File: src/rtl/xsp_pkg.sv
// Shared definitions for the XSP cipher engine: mode encoding, FSM states
// and the width-generic bit manipulation helpers used by the round logic.
package xsp_pkg;

  // Helpers work on a fixed 64-bit container. The live width is passed
  // in, so the engine supports any even WIDTH from 4 up to 64.
  localparam int MAX_W = 64;

  localparam logic MODE_ENC = 1'b0;
  localparam logic MODE_DEC = 1'b1;

  typedef enum logic [1:0] {IDLE, RUN, DONE} state_t;

  typedef logic [MAX_W-1:0] word_t;

  // Rotate the low w bits of x left by n (n taken mod w); upper bits return 0.
  function automatic word_t rotl(input word_t x, input int n, input int w);
    word_t r;
    int    s;
    r = '0;
    s = n % w;
    for (int b = 0; b < MAX_W; b++) begin
      if (b < w) r[(b + s) % w] = x[b];
    end
    return r;
  endfunction

  // Rotate right expressed as the complementary left rotation.
  function automatic word_t rotr(input word_t x, input int n, input int w);
    return rotl(x, w - (n % w), w);
  endfunction

  // Exchanging the two halves of an even-width word is a rotation by w/2.
  function automatic word_t swap_halves(input word_t x, input int w);
    return rotl(x, w / 2, w);
  endfunction

  // rk_i = rotl(key, i mod w) XOR i, with i truncated to w bits.
  function automatic word_t round_key(input word_t key, input int i, input int w);
    word_t iv;
    iv = '0;
    for (int b = 0; b < 32; b++) begin
      if (b < w) iv[b] = i[b];
    end
    return rotl(key, i % w, w) ^ iv;
  endfunction

endpackage

File: src/rtl/xsp_cipher_engine_if.sv
// Stream bundle between the XSP engine and its source/sink.
// Handshake: a transfer happens on a rising clock edge where valid and
// ready are both high. A source holds valid and its payload stable until
// that edge; ready may depend on state only, never on valid.
interface xsp_cipher_engine_if
  import xsp_pkg::*;
#(
  parameter int WIDTH = 8
);
  logic             in_valid;
  logic             in_ready;
  logic [WIDTH-1:0] in_data;
  logic [WIDTH-1:0] in_key;
  logic             in_mode;
  logic             out_valid;
  logic             out_ready;
  logic [WIDTH-1:0] out_data;
  logic             out_mode;
  logic             busy;
  state_t           dbg_state;

  modport master (
    output in_valid, in_data, in_key, in_mode, out_ready,
    input  in_ready, out_valid, out_data, out_mode, busy, dbg_state
  );

  modport slave (
    input  in_valid, in_data, in_key, in_mode, out_ready,
    output in_ready, out_valid, out_data, out_mode, busy, dbg_state
  );
endinterface

File: src/rtl/xsp_round.sv
// One combinational XSP round. Encrypt: P(rotl(x ^ rk, SHIFT)).
// Decrypt is the exact inverse: rotr(P(x), SHIFT) ^ rk.
module xsp_round
  import xsp_pkg::*;
#(
  parameter int WIDTH = 8,
  parameter int SHIFT = 3
) (
  input  logic [WIDTH-1:0] x,
  input  logic [WIDTH-1:0] rk,
  input  logic             mode,
  output logic [WIDTH-1:0] x_next
);

  // Select the forward or inverse round on the live mode bit.
  always_comb begin
    x_next = '0;
    if (mode == MODE_DEC) begin
      x_next = WIDTH'(rotr(swap_halves(word_t'(x), WIDTH), SHIFT, WIDTH) ^ word_t'(rk));
    end else begin
      x_next = WIDTH'(swap_halves(rotl(word_t'(x) ^ word_t'(rk), SHIFT, WIDTH), WIDTH));
    end
  end

endmodule

File: src/rtl/xsp_cipher_engine.sv
// Iterative XSP cipher: accepts one block in IDLE, runs ROUNDS rounds at
// one per clock in RUN, then presents the result in DONE until taken.
// WIDTH must be even and 4..64; ROUNDS 1..255; SHIFT 1..WIDTH-1.
module xsp_cipher_engine
  import xsp_pkg::*;
#(
  parameter int WIDTH  = 8,
  parameter int ROUNDS = 4,
  parameter int SHIFT  = 3
) (
  input logic clk,
  input logic rst,
  xsp_cipher_engine_if.slave bus
);

  localparam logic [7:0] LAST_IDX = 8'(ROUNDS - 1);

  state_t           state_q, state_d;
  logic [7:0]       cnt_q;
  logic [WIDTH-1:0] x_q, key_q, out_data_q;
  logic             mode_q, out_mode_q;
  logic             accept, last_round;
  logic [WIDTH-1:0] rk, x_next;

  // Round key for the round index currently held in the counter.
  always_comb begin
    rk = WIDTH'(round_key(word_t'(key_q), int'(cnt_q), WIDTH));
  end

  xsp_round #(.WIDTH(WIDTH), .SHIFT(SHIFT)) u_round (
    .x      (x_q),
    .rk     (rk),
    .mode   (mode_q),
    .x_next (x_next)
  );

  // Next-state logic. Encrypt counts up and ends at LAST_IDX; decrypt
  // walks the keys backwards and ends at index 0.
  always_comb begin
    state_d    = state_q;
    accept     = 1'b0;
    last_round = 1'b0;
    case (state_q)
      IDLE: begin
        if (bus.in_valid) begin
          accept  = 1'b1;
          state_d = RUN;
        end
      end
      RUN: begin
        last_round = (mode_q == MODE_ENC) ? (cnt_q == LAST_IDX) : (cnt_q == 8'd0);
        if (last_round) state_d = DONE;
      end
      DONE: begin
        if (bus.out_ready) state_d = IDLE;
      end
      default: state_d = IDLE;
    endcase
  end

  // State register.
  always_ff @(posedge clk or posedge rst) begin
    if (rst) state_q <= IDLE;
    else     state_q <= state_d;
  end

  // Datapath: latch the block on acceptance, apply one round per RUN
  // cycle, and capture the result on the final round.
  always_ff @(posedge clk or posedge rst) begin
    if (rst) begin
      cnt_q      <= '0;
      x_q        <= '0;
      key_q      <= '0;
      mode_q     <= MODE_ENC;
      out_data_q <= '0;
      out_mode_q <= MODE_ENC;
    end else if (accept) begin
      x_q    <= bus.in_data;
      key_q  <= bus.in_key;
      mode_q <= bus.in_mode;
      cnt_q  <= (bus.in_mode == MODE_DEC) ? LAST_IDX : 8'd0;
    end else if (state_q == RUN) begin
      x_q <= x_next;
      if (last_round) begin
        out_data_q <= x_next;
        out_mode_q <= mode_q;
      end else if (mode_q == MODE_ENC) begin
        cnt_q <= cnt_q + 8'd1;
      end else begin
        cnt_q <= cnt_q - 8'd1;
      end
    end
  end

  // Outputs are decoded from registered state only.
  always_comb begin
    bus.in_ready  = (state_q == IDLE);
    bus.out_valid = (state_q == DONE);
    bus.busy      = (state_q != IDLE);
    bus.out_data  = out_data_q;
    bus.out_mode  = out_mode_q;
    bus.dbg_state = state_q;
  end

endmodule

File: src/flat_wrapper.sv
// flat-port wrapper written by rule: the top's interface ports become plain ports
module xsp_cipher_engine_flat import xsp_pkg::*;
#(
  parameter int WIDTH  = 8,
  parameter int ROUNDS = 4,
  parameter int SHIFT  = 3
)
  (clk, rst, bus_in_valid, bus_in_data, bus_in_key, bus_in_mode, bus_out_ready, bus_in_ready, bus_out_valid, bus_out_data, bus_out_mode, bus_busy, bus_dbg_state);
  xsp_cipher_engine_if #(.WIDTH(WIDTH)) bus_i ();
  input logic clk;
  input logic rst;
  input wire logic [$bits(bus_i.in_valid)-1:0] bus_in_valid;
  input wire logic [$bits(bus_i.in_data)-1:0] bus_in_data;
  input wire logic [$bits(bus_i.in_key)-1:0] bus_in_key;
  input wire logic [$bits(bus_i.in_mode)-1:0] bus_in_mode;
  input wire logic [$bits(bus_i.out_ready)-1:0] bus_out_ready;
  output wire logic [$bits(bus_i.in_ready)-1:0] bus_in_ready;
  output wire logic [$bits(bus_i.out_valid)-1:0] bus_out_valid;
  output wire logic [$bits(bus_i.out_data)-1:0] bus_out_data;
  output wire logic [$bits(bus_i.out_mode)-1:0] bus_out_mode;
  output wire logic [$bits(bus_i.busy)-1:0] bus_busy;
  output wire logic [$bits(bus_i.dbg_state)-1:0] bus_dbg_state;
  assign bus_i.in_valid = bus_in_valid;
  assign bus_i.in_data = bus_in_data;
  assign bus_i.in_key = bus_in_key;
  assign bus_i.in_mode = bus_in_mode;
  assign bus_i.out_ready = bus_out_ready;
  assign bus_in_ready = bus_i.in_ready;
  assign bus_out_valid = bus_i.out_valid;
  assign bus_out_data = bus_i.out_data;
  assign bus_out_mode = bus_i.out_mode;
  assign bus_busy = bus_i.busy;
  assign bus_dbg_state = bus_i.dbg_state;
  xsp_cipher_engine #(.WIDTH(WIDTH), .ROUNDS(ROUNDS), .SHIFT(SHIFT)) u_core (.clk(clk), .rst(rst), .bus(bus_i));
endmodule
File: config.mk
export PLATFORM = sky130hd
export DESIGN_NAME = xsp_cipher_engine_flat
export DESIGN_NICKNAME = d
export VERILOG_FILES = /design/src/rtl/xsp_pkg.sv /design/src/rtl/xsp_cipher_engine_if.sv /design/src/rtl/xsp_round.sv /design/src/rtl/xsp_cipher_engine.sv /design/src/flat_wrapper.sv
export SDC_FILE = /design/constraint.sdc
export NUM_CORES = 1
export LEC_CHECK = 0
export ABC_CLOCK_PERIOD_IN_PS = 3200
export CAP_MARGIN = 20
export CORE_ASPECT_RATIO = 0.75
export CORE_UTILIZATION = 45
export CTS_CLUSTER_DIAMETER = 40
export DETAILED_ROUTE_END_ITERATION = 10
export GPL_ROUTABILITY_DRIVEN = 0
export PLACE_DENSITY = 0.65
export RECOVER_POWER = 100
export SLEW_MARGIN = 20
export SYNTH_ARGS = -nofsm -noshare
export SYNTH_HDL_FRONTEND = slang
export SYNTH_SLANG_ARGS = --single-unit
export TNS_END_PERCENT = 20
File: constraint.sdc
create_clock -name clk -period 3.2 [get_ports clk]
set_input_delay 0.64 -clock clk [delete_from_list [all_inputs] [get_ports clk]]
set_output_delay 0.64 -clock clk [all_outputs]
set_load 0.1 [all_outputs]
==> results.txt, run 1 <==
Most frequent cells in the layout -> nand2_1, dfrtp_1, o21ai_0
Fmax -> 0.3409 GHz
DR WL/cell -> 17.73 um
Proportion of netlist area held by the largest area contributor -> 32.39%
CTS clk-pin slew, worst paths -> 80 ps
Total grt overflow -> 0
Yosys warns -> 0
Vias in the first global route -> 2,617
Post-CTS setup buffers -> 0
CP bufs+invs -> 1
Final clock skew -> 5.431 ps
Yosys top cell by area -> dfrtp_1
Max Slew Vio Count -> 37
RSZ-0062 raised after global routing -> false
Synth top area cells -> dfrtp_1, nand2_1, xnor2_1
Critical Path RT -> 3420 ps
Root Buffer -> clkbuf_8
Synth Cell Area -> 0.002781 mm2
Ys async rst share -> 100.0%
Clk buf depth -> 2
Largest net degree at the start of global routing -> 37
Simple-gate portion of the synthesized area -> 22.49%
Critical Path AT -> 3150 ps
Initial antenna violation count -> 0
Setup slack after layout -> 266.6 ps
Hold Path Class -> flop to flop
Die Width -> 92.78 um
Setup TNS -> 0 ps
Fin nets -> 399
Worst-Skew Late Latency -> 300 ps
Family with the most delay on the worst path -> simple AND/OR/NAND/NOR gates
Crit start category -> flop
Synthesized area per cell -> 8.454 um2
Slew HR -> -38.42%
Hold-fix buffers at CTS -> 0
Top_reg_cell synth -> dfrtp_1
Worst Setup End Kind -> flop
Largest stage delay, worst path -> 610 ps
WS Path Type -> flop to flop
CP Max Fanout -> 11
Row count -> 24
DR iter-0 viols -> 327
CTS tree -> done
Crit share post-route -> 91.67%
Routed Antenna Nets -> 0
Mapped Nets -> 360
FF+latch count, synth -> 36
Outcome -> finished with violations
Die Ht -> 70.09 um
Layout cell share with drive strength beyond 1 -> 7.859%
Max-Cap Viols -> 1
Commonest non-fill, non-tap cell in the layout -> nand2_1
Initial core utilization -> 47.26%
Post-Synth XOR/XNOR Area -> 10.57%
Vias after detailed routing -> 2,681
Final Hold Viols -> 0
Failing checks -> max-capacitance violations, max-slew violations
Layout area overhead -> 16.55%
Crit path cell chain -> inv_1, ha_1, nor2_1, or4b_2, o211ai_1, a211oi_2, xnor2_1, mux2_2, o21ai_0
# IOs -> 35
Inst Count DP -> 439
Sequential area share after synthesis -> 32.39%
Post-synthesis mux area share -> 3.194%
Global-route track usage on met2 -> 39.30%
Slowest CP cell -> or4b_2
TritonRoute pass-1 iters -> 5
Met1 Use GR -> 38.78%
Compound-cell area share of the yosys netlist -> 22.45%
Largest family of logic cells by synthesized area -> simple AND/OR/NAND/NOR gates
Place WS -> 330.8 ps
Total die area -> 0.006502 mm2
Worst slew pin tran -> 2076 ps
Finish-stage setup viols -> 0
HPWL after DPL -> 5.792 mm
Busiest grt layer -> met2
GR Util met3 -> 5.229%
Final Critical Period -> 2933 ps
Diodes inserted -> 0
Routed wire length -> 7.924 mm
Fill cell count -> 581
Post-synth EDFFs -> 0
Cell variety after synth -> 58
Sinks on Clock Net -> 36
Port bufs -> 34
Gr usage total -> 26.19%
Core area -> 0.005886 mm2
Global-route wire length before repair -> 13.31 mm
Post-route insts no fill -> 447
H-tree depth -> 2
Post-CTS Resized -> 0
Total CTS buffers -> 5
Drc violations -> 0
Adder-Cell Fraction of Synth Area -> 4.768%
Syn Inst Count -> 329
DR vias/cell -> 5.998
==> final cells by class <==
type	instances	area [um2]	share of cell area, %
Multi-Input combinational cell	268	1765	54.46
Sequential cell	36	900.9	27.79
Timing Repair Buffer	50	357.8	11.04
Tap cell	78	97.59	3.010
Clock buffer	7	86.33	2.663
Inverter	7	26.28	0.8105
Clock inverter	1	7.507	0.2316
==> registers in the layout, summed over array words and instances, names as in the netlist <==
signal                flops
u_core.mode_q             1
u_core.bus.dbg_state      2
u_core.cnt_q              8
u_core.bus.out_data       8
u_core.bus.out_mode       1
u_core.x_q                8
u_core.key_q              8
==> metal layers <==
layer | wire length [um] | vias up | part of all wire, %
met5 | 0 | - | 0
met2 | 3406 | 107 | 43
met4 | 129 | 0 | 1.6
met1 | 3872 | 1286 | 49
met3 | 515 | 15 | 6.5
li1 | - | 1273 | -
==> logic make-up after synthesis <==
group	count (synthesis)
buffers and inverters	25
multiplexers	6
AND/OR/NAND/NOR	128
XOR/XNOR	32
flip-flops	36
adder cells (fa/ha/maj)	10
AO/OA/AOI/OAI	92
==> stage by stage <==
| stage | hold slack (ps) | utilization (%) | area, um2 |
|---|---|---|---|
| 3_3_place_gp | 471.0 | 54.68 | 3218 |
| 2_1_floorplan | 496.0 | - | 2784 |
| 6_report | 484.4 | 55.08 | 3242 |
| 5_1_grt | 510.6 | 55.08 | 3242 |
| 4_1_cts | 489.9 | 56.27 | 3312 |
| 3_5_place_dp | 469.5 | 54.68 | 3218 |
==> path summary, 6_finish.rpt <==
path                                     start                       to  slack (ps)  depth (start not counted)
max reg2reg                    u_core.cnt_q[1]   u_core.bus.out_data[7]         270                          9
max in group asynchronous                  rst            u_core.x_q[1]         480                          3
min                        u_core.bus.out_mode      u_core.bus.out_mode         480                          2
min in group asynchronous                  rst  u_core.bus.dbg_state[1]        1530                          3
min reg2reg                u_core.bus.out_mode      u_core.bus.out_mode         480                          2
max                            u_core.cnt_q[1]   u_core.bus.out_data[7]         270                          9
==> worst reg2reg max path, delay by kind of cell (launching register included) <==
family                   cells  cell delay, ps
AO/OA/AOI/OAI                3             370
XOR/XNOR                     1             140
AND/OR/NAND/NOR              2             910
flip-flops                   1             540
buffers and inverters        1             160
multiplexers                 1             280
adder cells (fa/ha/maj)      1             450
==> cells in the mapped netlist (5+ instances only) <==
| cell type | n |
|---|---|
| buf_2 | 5 |
| ha_1 | 9 |
| nand2_1 | 50 |
| and2_1 | 6 |
| a21oi_1 | 19 |
| xor2_1 | 11 |
| o221ai_1 | 9 |
| and3_1 | 10 |
| dfrtp_1 | 36 |
| nand3_1 | 12 |
| nor2_1 | 18 |
| clkbuf_1 | 10 |
| o21ai_0 | 22 |
| nor2b_1 | 9 |
| xnor2_1 | 20 |
| a22oi_1 | 6 |
| inv_1 | 6 |
Power of run 1 is left out: the tool's default activity adds up to more than one toggle a clock period on the data nets, which glitch-free logic cannot reach.
==> inputs of run 2 (changes only) <==
--- a/config.mk
+++ b/config.mk
@@ -14,6 +14,7 @@
 export GPL_ROUTABILITY_DRIVEN = 0
 export PLACE_DENSITY = 0.65
 export RECOVER_POWER = 100
+export REMOVE_ABC_BUFFERS = 1
 export SLEW_MARGIN = 20
 export SYNTH_ARGS = -nofsm -noshare
 export SYNTH_HDL_FRONTEND = slang
==> run 2 against run 1 <==
  * Highest routed layer unchanged
  * Setup slack improved by 120 ps
  * Non-clock buffer count is the same
  * Critical endpoint is now u_core.x_q[3]
  * The flow still finishes with violations (max-capacitance violations, max-slew violations)
  * Final area barely moved
  * Critical path depth unchanged
  * Die area is the same
  * Maximum frequency rose by 4.2%
  * Register-to-register slack better by 120 ps
==> results.txt, run 2 (same netlist as run 1, synthesis figures left out) <==
Hold Path Class -> flop to flop
Gr usage total -> 25.06% (-1.1 points)
Critical Path RT -> 3360 ps (-60 ps)
Place WS -> 520.3 ps (+189.5 ps)
Worst slew pin tran -> 2003 ps (-73.37 ps)
Final Hold Viols -> 0 (unchanged)
Layout area overhead -> 16.64% (about the same)
Largest net degree at the start of global routing -> 37 (unchanged)
Max-Cap Viols -> 1 (unchanged)
Commonest non-fill, non-tap cell in the layout -> nand2_1
DR iter-0 viols -> 260 (-20%)
Worst-Skew Late Latency -> 290 ps (about the same)
RSZ-0062 raised after global routing -> false
WS Path Type -> flop to flop
Vias in the first global route -> 2,644 (+1.0%)
Hold-fix buffers at CTS -> 0 (unchanged)
Fill cell count -> 583 (+0.34%)
Vias after detailed routing -> 2,628 (-2.0%)
Clk buf depth -> 2 (unchanged)
Row count -> 24 (unchanged)
Post-route insts no fill -> 447 (unchanged)
DR vias/cell -> 5.879 (-2.0%)
DR WL/cell -> 16.61 um (-6.3%)
Die Width -> 92.78 um (unchanged)
Initial core utilization -> 47.26% (unchanged)
Fin nets -> 399 (unchanged)
Final Critical Period -> 2816 ps (-117.0 ps)
Layout cell share with drive strength beyond 1 -> 7.317% (-0.54 points)
Port bufs -> 34 (unchanged)
Placed inst area -> 0.003216 mm2 (about the same)
Critical Path AT -> 2980 ps (-170 ps)
Final Cell Area -> 0.003244 mm2 (about the same)
Drc violations -> 0 (unchanged)
Routed wire length -> 7.425 mm (-6.3%)
Inst Count DP -> 439 (unchanged)
Post-CTS setup buffers -> 0 (unchanged)
Diodes inserted -> 0 (unchanged)
Crit start category -> flop
TritonRoute pass-1 iters -> 5 (unchanged)
Initial antenna violation count -> 0 (unchanged)
Total grt overflow -> 0 (unchanged)
Outcome -> finished with violations
CTS tree -> done
H-tree depth -> 2 (unchanged)
Sinks on Clock Net -> 36 (unchanged)
Final clock skew -> 10.73 ps (+5.299 ps)
Routed Antenna Nets -> 0 (unchanged)
Post-CTS Resized -> 0 (unchanged)
Failing checks -> max-capacitance violations, max-slew violations
Worst Setup End Kind -> flop
Finish-stage setup viols -> 0 (unchanged)
Max Slew Vio Count -> 37 (unchanged)
Total CTS buffers -> 5 (unchanged)
Crit share post-route -> 88.01% (-3.7 points)
Slew HR -> -33.53% (+4.9 points)
Final core occ -> 55.12% (about the same)
CP Max Fanout -> 19 (+8)
Root Buffer -> clkbuf_8
Total die area -> 0.006502 mm2 (unchanged)
Most frequent cells in the layout -> nand2_1, dfrtp_1, o21ai_0
CTS clk-pin slew, worst paths -> 80 ps (about the same)
Fmax -> 0.3551 GHz (+4.2%)
Global-route wire length before repair -> 12.95 mm (-2.7%)
Setup slack after layout -> 383.5 ps (+117.0 ps)
# IOs -> 35 (unchanged)
HPWL after DPL -> 5.415 mm (-6.5%)
Die Ht -> 70.09 um (unchanged)
Core area -> 0.005886 mm2 (unchanged)
==> run 2: cell count changes in the layout (fill, tap and decap cells not counted), sizes merged <==
cell           previous run  this run
buf                      12        11
clkinv                    1         2
bufinv                    0         1
clkdlybuf4s50            18        19
dlygate4sd3               2         1
clkbuf                   25        24
==> run 2: worst paths after layout <==
check,startpoint,to,slack (ps),depth (start not counted)
worst max-delay path,u_core.cnt_q[0],u_core.x_q[3],380,9
worst max register to register,u_core.cnt_q[0],u_core.x_q[3],380,9
worst min register to register,u_core.bus.out_mode,u_core.bus.out_mode,490,2
max in group asynchronous,rst,u_core.key_q[7],670,3
worst min-delay path,u_core.bus.out_mode,u_core.bus.out_mode,490,2
min in group asynchronous,rst,u_core.cnt_q[5],1370,3
==> run 2: critical path, cell delays in order (launching register included) <==
cell,delay (ps)
dfrtp_1,360
clkinv_1,80
ha_1,640
nor2b_1,240
nand3_1,90
a221o_1,320
a31oi_1,380
xnor2_1,240
xor2_1,210
o221ai_1,140
==> run 2: layout make-up <==
class / instances / area (um2) / share of cell area, %
flip-flops and latches: 36 / 900.9 / 27.77
inverters: 7 / 26.28 / 0.8099
multi-input cells: 268 / 1754 / 54.07
well taps: 78 / 97.59 / 3.008
repair buffers: 50 / 354.1 / 10.91
clock inverters: 3 / 42.54 / 1.311
clock buffers: 5 / 68.82 / 2.121
==> run 2: metal layers <==
layer,up-vias,wire (um),global-route usage (%)
met1,1242,3614,36.17
met4,0,102,5.128
met2,103,3166,37.75
met5,-,0,0
li1,1273,-,-
met3,10,541,6.645
==> run 2: through the flow <==
| stage | TNS [ps] | hold slack (ps) |
|---|---|---|
| 6_report | 0 | 490.0 |
| 3_5_place_dp | 0 | 469.9 |
| 2_1_floorplan | -4898 | 496.0 |
| 3_3_place_gp | 0 | 467.6 |
| 4_1_cts | 0 | 489.2 |
| 5_1_grt | 0 | 531.4 |
Power of run 2 is left out for the same reason.
==> inputs of run 3 (changes only) <==
--- a/config.mk
+++ b/config.mk
@@ -8,11 +8,11 @@
 export ABC_CLOCK_PERIOD_IN_PS = 3200
 export CAP_MARGIN = 20
 export CORE_ASPECT_RATIO = 0.75
-export CORE_UTILIZATION = 45
+export CORE_UTILIZATION = 53
 export CTS_CLUSTER_DIAMETER = 40
 export DETAILED_ROUTE_END_ITERATION = 10
 export GPL_ROUTABILITY_DRIVEN = 0
-export PLACE_DENSITY = 0.65
+export PLACE_DENSITY = 0.75
 export RECOVER_POWER = 100
 export REMOVE_ABC_BUFFERS = 1
 export SLEW_MARGIN = 20
==> run 3 against run 2 <==
  * The flow still finishes with violations (max-capacitance violations, max-slew violations)
  * Die area fell by 15%
  * Setup slack got worse by 92 ps
  * Clock-buffer cell count is 3 higher
  * Sequential share of layout area rose by 0.35 points
  * Flip-flop and latch count unchanged
  * Clock skew down 6.2 ps
  * Global-route usage rose by 5.0 points
  * Largest cell class unchanged
  * Highest routed layer unchanged
==> results.txt, run 3 (same netlist as run 1, synthesis figures left out) <==
Global-route wire length before repair -> 12.80 mm (-1.2%)
Worst Setup End Kind -> flop
Routed wire length -> 7.647 mm (+3.0%)
Critical Path RT -> 3410 ps (+50 ps)
CP Max Fanout -> 10 (-9)
Final hold slack -> 482.1 ps (-7.851 ps)
Clk buf depth -> 2 (unchanged)
Total CTS buffers -> 5 (unchanged)
Routed Antenna Nets -> 0 (unchanged)
Slew HR -> -34.77% (-1.2 points)
Worst-Skew Late Latency -> 290 ps (about the same)
Vias after detailed routing -> 2,635 (+0.27%)
Final clock skew -> 4.541 ps (-6.190 ps)
Initial antenna violation count -> 0 (unchanged)
Hold Path Sink -> u_core.bus.out_mode
Top Metal Used -> met4
Crit start category -> flop
Hold-fix buffers at CTS -> 0 (unchanged)
RR Endpoint -> u_core.bus.out_data[7]
DR WL/cell -> 17.50 um (+5.3%)
Met3 wire len -> 645 um (+19%)
WS Path Type -> flop to flop
Port bufs -> 34 (unchanged)
Worst R2R Path Depth -> 10 (+1)
Total grt overflow -> 0 (unchanged)
Diodes inserted -> 0 (unchanged)
Fin nets -> 395 (-1.0%)
TritonRoute pass-1 iters -> 8 (+3)
CTS tree -> done
WHS Path Cells -> 2 (unchanged)
Commonest non-fill, non-tap cell in the layout -> nand2_1
Die Ht -> 64.74 um (-7.6%)
Vias in the first global route -> 2,502 (-5.4%)
HPWL after DPL -> 5.582 mm (+3.1%)
Fill cell count -> 445 (-24%)
Layout cell share with drive strength beyond 1 -> 6.849% (-0.47 points)
Hold Path Class -> flop to flop
Final core occ -> 64.31% (+9.2 points)
R2R Setup Slk -> 290 ps (-90 ps)
Layout area overhead -> 15.20%
Outcome -> finished with violations
Drc violations -> 0 (unchanged)
Worst r2r src -> u_core.cnt_q[1]
RSZ-0062 raised after global routing -> false
Worst setup path startpoint -> u_core.cnt_q[1]
Gr usage total -> 30.05% (+5.0 points)
Sinks on Clock Net -> 36 (unchanged)
Largest net degree at the start of global routing -> 37 (unchanged)
Failing checks -> max-capacitance violations, max-slew violations
Worst slew pin tran -> 2022 ps (+18.70 ps)
Max Slew Vio Count -> 37 (unchanged)
Hold Startpoint -> u_core.bus.out_mode
Total die area -> 0.005545 mm2 (-15%)
Critical Path AT -> 3110 ps (+130 ps)
Final Critical Period -> 2909 ps (+92.47 ps)
CTS clk-pin slew, worst paths -> 70 ps (about the same)
Fmax -> 0.3438 GHz (-3.2%)
H-tree depth -> 2 (unchanged)
Final Hold Viols -> 0 (unchanged)
# IOs -> 35 (unchanged)
Most frequent cells in the layout -> nand2_1, dfrtp_1, o21ai_0
Crit share post-route -> 90.90% (+2.9 points)
Routed length on met2 -> 3.215 mm (+1.5%)
Finish-stage setup viols -> 0 (unchanged)
Metal-1 WL -> 3.653 mm (+1.1%)
Root Buffer -> clkbuf_8
Die Width -> 85.65 um (-7.7%)
Row count -> 22 (-8.3%)
Core area -> 0.004982 mm2 (-15%)
DR vias/cell -> 6.030 (+2.6%)
Initial core utilization -> 55.83% (+8.6 points)
Max-Cap Viols -> 1 (unchanged)
Setup TNS -> 0 ps (unchanged)
DR iter-0 viols -> 331 (+27%)
## run 3: layer usage
layer	vias up	track usage, %
met5	-	0
met4	0	7.292
met3	13	6.624
met2	111	43.50
met1	1242	45.40
li1	1269	-
## run 3: area by class of cell
class                   instances  area [um2]  area share [%]
flip-flops and latches         36       900.9           28.11
clock buffers                   8       90.09           2.811
repair buffers                 46       321.6           10.04
multi-input cells             268        1775           55.41
well taps                      72       90.09           2.811
inverters                       7       26.28          0.8200
## run 3: worst max path at each step
| stage | slack [ps] | cells past startpoint | endpoint |
|---|---|---|---|
| after floorplan | -630 | 2 | bus_busy |
| after CTS | 230 | 10 | u_core.x_q[6] |
| after global routing | 40 | 3 | u_core.x_q[7] |
| final | 290 | 10 | u_core.bus.out_data[7] |
| after global placement | 370 | 8 | u_core.x_q[6] |
| after detailed placement | 250 | 10 | u_core.x_q[6] |
## run 3: repair_timing
| item | 4_1_cts | 5_1_grt |
|---|---|---|
| buffers inserted | 0 | 0 |
| gates resized for setup | 0 | 2 |
| hold endpoints to repair | 0 | 0 |
| endpoints found under the setup margin | 0 | 4 |
## run 3: critical path, stage by stage (launching register included)
cell and delay [ps]:
dfrtp_1 540, inv_1 110, buf_4 180, ha_1 270
xnor2_1 250, o41ai_1 410, o211ai_1 170, a211oi_2 340
xnor2_1 110, mux2_2 270, o21ai_0 170
## run 3: through the flow
step / setup WS (ps) / cell area [um2] / std cells
6_report: 291.1 / 3204 / 437
5_1_grt: 39.29 / 3204 / 437
4_1_cts: 228.0 / 3268 / 437
3_5_place_dp: 249.2 / 3178 / 429
3_3_place_gp: 372.2 / 3178 / 429
2_1_floorplan: -633.7 / 2693 / 311
Power of run 3 is left out for the same reason.
